[src/rtl/synchronous_fifo.sv]
// 16-bit x 16-entry single-clock FIFO with registered read data and full/empty flags.
// Define SYNC_FIFO_ERR_FLAGS_EN to add the overflow_o/underflow_o error pulses.
module synchronous_fifo #(
  parameter int unsigned DATA_WIDTH = 16,
  parameter int unsigned ADDR_WIDTH = 4
) (
  input  logic                  clk_i,
  input  logic                  rst_n_i,
  input  logic                  write_en_i,
  input  logic                  read_en_i,
  input  logic [DATA_WIDTH-1:0] data_in_i,
  output logic [DATA_WIDTH-1:0] data_out_o,
  output logic                  fifo_full_o,
`ifdef SYNC_FIFO_ERR_FLAGS_EN
  output logic                  overflow_o,
  output logic                  underflow_o,
`endif
  output logic                  fifo_empty_o
);

  localparam int unsigned DEPTH = 1 << ADDR_WIDTH;
  localparam int unsigned CNT_W = ADDR_WIDTH + 1;

  logic [DATA_WIDTH-1:0] mem [DEPTH];

  logic [ADDR_WIDTH-1:0] write_ptr;
  logic [ADDR_WIDTH-1:0] read_ptr;
  logic [CNT_W-1:0]      count;
  logic [DATA_WIDTH-1:0] data_out_q;
  logic                  full_q;
  logic                  empty_q;

  logic [ADDR_WIDTH-1:0] write_ptr_d;
  logic [ADDR_WIDTH-1:0] read_ptr_d;
  logic [CNT_W-1:0]      count_d;
  logic [DATA_WIDTH-1:0] data_out_d;
  logic                  full_d;
  logic                  empty_d;
  logic                  wr_acc;
  logic                  rd_acc;

  // Acceptance is judged against the registered flags, so no strobe-to-flag path exists.
  always_comb begin
    wr_acc      = write_en_i && !full_q;
    rd_acc      = read_en_i && !empty_q;
    write_ptr_d = write_ptr;
    read_ptr_d  = read_ptr;
    count_d     = count;
    data_out_d  = data_out_q;

    if (wr_acc) begin
      write_ptr_d = write_ptr + ADDR_WIDTH'(1);
    end
    if (rd_acc) begin
      read_ptr_d = read_ptr + ADDR_WIDTH'(1);
      data_out_d = mem[read_ptr];
    end

    unique case ({wr_acc, rd_acc})
      2'b10:   count_d = count + CNT_W'(1);
      2'b01:   count_d = count - CNT_W'(1);
      default: count_d = count;
    endcase

    full_d  = (count_d == CNT_W'(DEPTH));
    empty_d = (count_d == CNT_W'(0));
  end

  always_ff @(posedge clk_i) begin
    if (!rst_n_i) begin
      write_ptr  <= '0;
      read_ptr   <= '0;
      count      <= '0;
      data_out_q <= '0;
      full_q     <= 1'b0;
      empty_q    <= 1'b1;
    end else begin
      write_ptr  <= write_ptr_d;
      read_ptr   <= read_ptr_d;
      count      <= count_d;
      data_out_q <= data_out_d;
      full_q     <= full_d;
      empty_q    <= empty_d;
    end
  end

  // Storage is never cleared; reset only blocks the write.
  always_ff @(posedge clk_i) begin
    if (rst_n_i && wr_acc) begin
      mem[write_ptr] <= data_in_i;
    end
  end

  assign data_out_o   = data_out_q;
  assign fifo_full_o  = full_q;
  assign fifo_empty_o = empty_q;

`ifdef SYNC_FIFO_ERR_FLAGS_EN
  logic overflow_q;
  logic underflow_q;

  always_ff @(posedge clk_i) begin
    if (!rst_n_i) begin
      overflow_q  <= 1'b0;
      underflow_q <= 1'b0;
    end else begin
      overflow_q  <= write_en_i && full_q;
      underflow_q <= read_en_i && empty_q;
    end
  end

  assign overflow_o  = overflow_q;
  assign underflow_o = underflow_q;
`endif

endmodule

[config.mk]
export PLATFORM = sky130hd
export DESIGN_NAME = synchronous_fifo
export DESIGN_NICKNAME = d
export VERILOG_FILES = /design/src/rtl/synchronous_fifo.sv
export SDC_FILE = /design/constraint.sdc
export NUM_CORES = 1
export LEC_CHECK = 0
export CAP_MARGIN = 20
export CORE_ASPECT_RATIO = 1.75
export CORE_MARGIN = 5
export CORE_UTILIZATION = 50
export CTS_CLUSTER_SIZE = 25
export DETAILED_ROUTE_END_ITERATION = 8
export PLACE_DENSITY_LB_ADDON = 0.12
export SLEW_MARGIN = 40
export SYNTH_ARGS = -nofsm -noshare
export SYNTH_HDL_FRONTEND = slang
export SYNTH_SLANG_ARGS = --single-unit
[constraint.sdc]
create_clock -name clk_i -period 3.9 [get_ports clk_i]
set_input_delay 1.17 -clock clk_i [delete_from_list [all_inputs] [get_ports clk_i]]
set_output_delay 1.17 -clock clk_i [all_outputs]
set_load 0.02 [all_outputs]
== Yosys cells after proc, flatten, opt, wreduce, memory -nomap -nowiden ==
Memory sizes are Yosys's and may differ from the RTL's. A register that Yosys moved wholly into a read port is not among the register bits.
Index checks and enable logic that the tools add are counted.
Operators by class
  add/subtract/negate cells: 4
  equality and inequality tests: 3
  muxes and demuxes: 3
  reduce and logical (&&, ||, !) cells: 7
Operators with widths (count)
  $pmux W5 S2: 1
  $add A4 B1 Y4 const B: 2
  $add A5 B1 Y5 const B: 1
  $eq A5 B5 Y1 const B: 1
  $logic_not A5 Y1: 1
  $sub A5 B1 Y5 const B: 1
  $logic_and A1 B1 Y1: 3
  $logic_not A1 Y1: 3
  $eq A2 B1 Y1 const B: 1
  $eq A2 B2 Y1 const B: 1
  $mux W1: 2
Storage, ports and cells
  flip-flop bits (word level): 15
  memory bits (writable): 256
  input bits: 20
  output and inout bits: 18
  logic and storage cells: 23
  memories kept: 1
Memory list
  mem: words 16, width 16, read ports 1, clocked after memory_dff 1, write ports 1, line 24  | logic [DATA_WIDTH-1:0] mem [DEPTH];

== Logic depth before layout (Yosys ltp) ==
  depth after elaboration: 5
  mapped depth: 10
  gate-level depth less buffers: 10

== Least setup slack after synthesis ==
No wires, ideal clock.
  kind: input -> register
  from: in read_en_i
  to: reg empty_q (netlist: fifo_empty_o)
  setup time: 0.087 ns
  arrival time: 2.731 ns
  required time: 3.813 ns
  setup slack: 1.082 ns
  stages on the path: 9
  path buffers: 1
  path through: nand2b_1 -> clkinv_1 -> ha_1 -> clkbuf_1 -> mux2i_1 -> nand4b_1 -> nor3_1 -> nor3_1 -> o31ai_1
On the way
  cells in the longest elaborated chain, start to end: 4
  elaborated cells on any way between the ends: 5
  those cells by class: eq/ne (2); mux (1); reduce/logical (2)
Ends and longest elaborated chain
  start: declaration: line 10  | input logic read_en_i,
  $logic_and A1 B1 Y1 *: line 45  | rd_acc = read_en_i && !empty_q;
  $eq A2 B1 Y1 / $eq A2 B2 Y1 (equally long branches): line 59  | unique case ({wr_acc, rd_acc})
  $pmux W5 S2 *: line 59
  $logic_not A5 Y1 *: line 66  | empty_d = (count_d == CNT_W'(0));
  end signal: assignment: line 83  | empty_q <= empty_d;
  end: declaration: line 31  | logic empty_q;
Mark *: on every way between the ends. The rest lies on a longest branch, timed or not.
A chain may end at the register's enable or synchronous reset.

== Final worst setup path ==
Ends and elaborated chain as after synthesis.

==> results.json <==
{
  "critPathMostFrequentCell": "nor3_1",
  "place.gp.congestion": 0.759,
  "clockRootBuffer": "clkbuf_16",
  "fin_crit_ps": 3100,
  "maxCapViolCount": 0,
  "crit_required_ps": 4310,
  "grt_setup_unrepaired": "false",
  "syn_avg_cell_area_um2": 20.1,
  "crit_chain": "clkdlybuf4s50_1 -> nand2b_1 -> clkinv_1 -> nand2_1 -> xnor2_1 -> ha_1 -> a21oi_1 -> a21boi_0 -> nor3_1 -> nor3_1 -> o31ai_1",
  "path_max_fanout": 9,
  "dpl.hpwl_um": 14300,
  "multi_input_comb_area_um2": 2560,
  "ys_seq_area_share_pct": 75.3,
  "via_per_inst": 5.77,
  "async_flop_share_pct": 0,
  "netlist_instances": 549,
  "hold_viol_final": 0,
  "p_int_mw": 5.30,
  "cts_setup_buffers": 0,
  "cp-start-kind": "primary input",
  "clock-sinks": 287,
  "hp-class": "register to register",
  "cts_tree": "done",
  "synth_ff_type": "edfxtp_1",
  "finalSetupViolations": 0,
  "wl_per_cell_um": 24.8,
  "postRouteWirelength_um": 23000,
  "clk_pin_slew_ps": 60,
  "dieWidth_um": 122,
  "switching_share_pct": 23.3,
  "fmax_ghz": 0.323,
  "fillers": 1644,
  "worst_skew_pair.late_latency_ps": 540,
  "ys_types": 41,
  "start_util_pct": 50.4,
  "num_vias": 5365,
  "clockBufferDepth": 3,
  "post-route-util_pct": 58.1,
  "ctsResizeCount": 0,
  "ir_drop_uv": 317,
  "tightest_slew_ps": 698,
  "p_seq_share_pct": 51.1,
  "crit_type": "primary input to register",
  "track_usage_pct": 19.1,
  "holdPathStages": 2,
  "synth_edf_count": 256,
  "ys_seq_elements": 287,
  "fin_nets": 643,
  "grt_max_degree": 68,
  "p_leak_nw": 3.96,
  "skew_ps": 14.9,
  "ff_latch_area_um2": 8310,
  "path_depth": 11,
  "core_area_um2": 21900,
  "yosys_warnings": 0,
  "port_buffers": 37,
  "slew_viol_final": 0,
  "p_comb_share_pct": 13.4,
  "power_density_nw_per_um2": 544,
  "ios": 38,
  "final_cell_mix": "edfxtp_1 (256), mux4_2 (64), clkdlybuf4s50_1 (37)",
  "numCtsBuffers": 26,
  "yosysTopAreaCell": "edfxtp_1",
  "cpLargestDelayFamily": "simple AND/OR/NAND/NOR gates",
  "arrival_ps": 3500,
  "cts_hold_buf": 0,
  "synth_top_area_share_pct": 69.7,
  "crit_path_end_kind": "register",
  "synthesis.area_um2": 11000,
  "clockPowerShare_pct": 35.5,
  "antenna_cells": 0,
  "layout-drive-gt1-share_pct": 23.7,
  "tns_ps": 0,
  "p_sw_mw": 1.61,
  "r2r_cells": 10,
  "worst-path-buf-inv": 2,
  "antenna_found_initial": 0,
  "maxSlewHeadroom_pct": 53.3,
  "final_common_cell": "edfxtp_1",
  "dieHeight_um": 207,
  "ant_nets": 0,
  "critPathSlowestCell": "clkdlybuf4s50_1",
  "grt.overflow.total": 0,
  "dr.pass1.iters": 7,
  "synth_fp_nets": 576,
  "syn2layout_area_growth_pct": 15.3,
  "grt_pass1_wl_um": 35000,
  "initialDrtViolationCount": 319,
  "std_cell_rows": 72,
  "max_stage_delay_ps": 400,
  "timing.final.crit_share_pct": 79.4,
  "drc_errors": 0,
  "grt_pass1_vias": 5808,
  "htree_levels": 1,
  "die_area_um2": 25300,
  "synth.area.top_cells": "edfxtp_1 (70%), mux4_2 (13%), dfxtp_1 (5.6%)",
  "status": "complete, no violations"
}
-- sequential cells by signal, summed over array words and instances (netlist names) --
register      flops
write_ptr         4
data_out_o       16
count             5
read_ptr          4
fifo_full_o       1
fifo_empty_o      1
mem             256
-- worst register-to-register path, delay by kind of cell, from the launching register on --
| family | cells | cell delay, ps |
|---|---|---|
| adder cells (fa/ha/maj) | 1 | 240 |
| XOR/XNOR | 1 | 80 |
| buffers and inverters | 1 | 270 |
| AO/OA/AOI/OAI | 3 | 640 |
| AND/OR/NAND/NOR | 4 | 750 |
| flip-flops | 1 | 350 |
-- logic make-up (layout without fill, tap and decap cells) --
logic type                 Yosys count  in the layout  share of synthesized area, %
buffers and inverters               37            122                          1.64
adders and majority gates            7              7                         0.794
AOI/OAI and AO/OA                   61             61                          4.55
xor gates and xnor gates            12             12                         0.952
DFF                                287            287                          75.3
and+or+nand+nor                     80             80                          3.62
muxes                               65             65                          13.2
-- cell type report --
class / count / share of cell area, %
well taps: 296 / 2.91
repair buffers: 70 / 5.06
clock inverters: 12 / 0.885
multi-input cells: 225 / 20.1
clock buffers: 34 / 5.52
flip-flops and latches: 287 / 65.4
inverters: 6 / 0.177
-- synth_stat cells (all sizes together), types with 3 or more instances --
master,count
edfxtp,256
mux4,64
dfxtp,31
nor2,28
nand3,18
o21ai,17
a221oi,16
a22o,16
buf,16
clkbuf,15
nand2,11
ha,7
xnor2,6
xor2,6
a21oi,5
inv,5
nor2b,4
nor3,4
nand3b,3
nor4b,3
-- routing by layer --
metal / global-route usage (%) / vias to the layer above / routed length [um]
li1: - / 2384 / -
met1: 21.6 / 2822 / 8080
met2: 36.7 / 122 / 13400
met3: 2.38 / 37 / 961
met4: 6.57 / 0 / 579
met5: 0 / - / 0
-- power groups by stage --
stage	clock, mW	sequential, mW	combinational, mW
final	2.46	3.53	0.926
after detailed placement	0	3.60	0.943
after global placement	0	3.59	0.917
after global routing	2.63	3.55	1.00
after CTS	2.51	3.54	0.946
after floorplan	0	3.58	0.670
-- through the flow --
| stage | hold WS, ps | instance area (um2) | setup slack, ps | instances | power, mW |
|---|---|---|---|---|---|
| 6_report | 458 | 12700 | 803 | 930 | 6.91 |
| 5_1_grt | 485 | 12700 | 565 | 930 | 7.18 |
| 4_1_cts | 462 | 12700 | 846 | 930 | 6.99 |
| 3_5_place_dp | 456 | 11900 | 299 | 884 | 4.54 |
| 3_3_place_gp | 457 | 11900 | 455 | 884 | 4.51 |
| 2_1_floorplan | 482 | 11000 | 1080 | 549 | 4.25 |
-- path summary, 6_finish.rpt --
| path | startpoint | end | slack (ps) |
|---|---|---|---|
| max | read_en_i | fifo_empty_o | 800 |
| min | data_out_o[8] | data_out_o[8] | 460 |
| max reg2reg | fifo_empty_o | fifo_empty_o | 1450 |
| min reg2reg | data_out_o[8] | data_out_o[8] | 460 |
(Power assumes the default switching activity.)
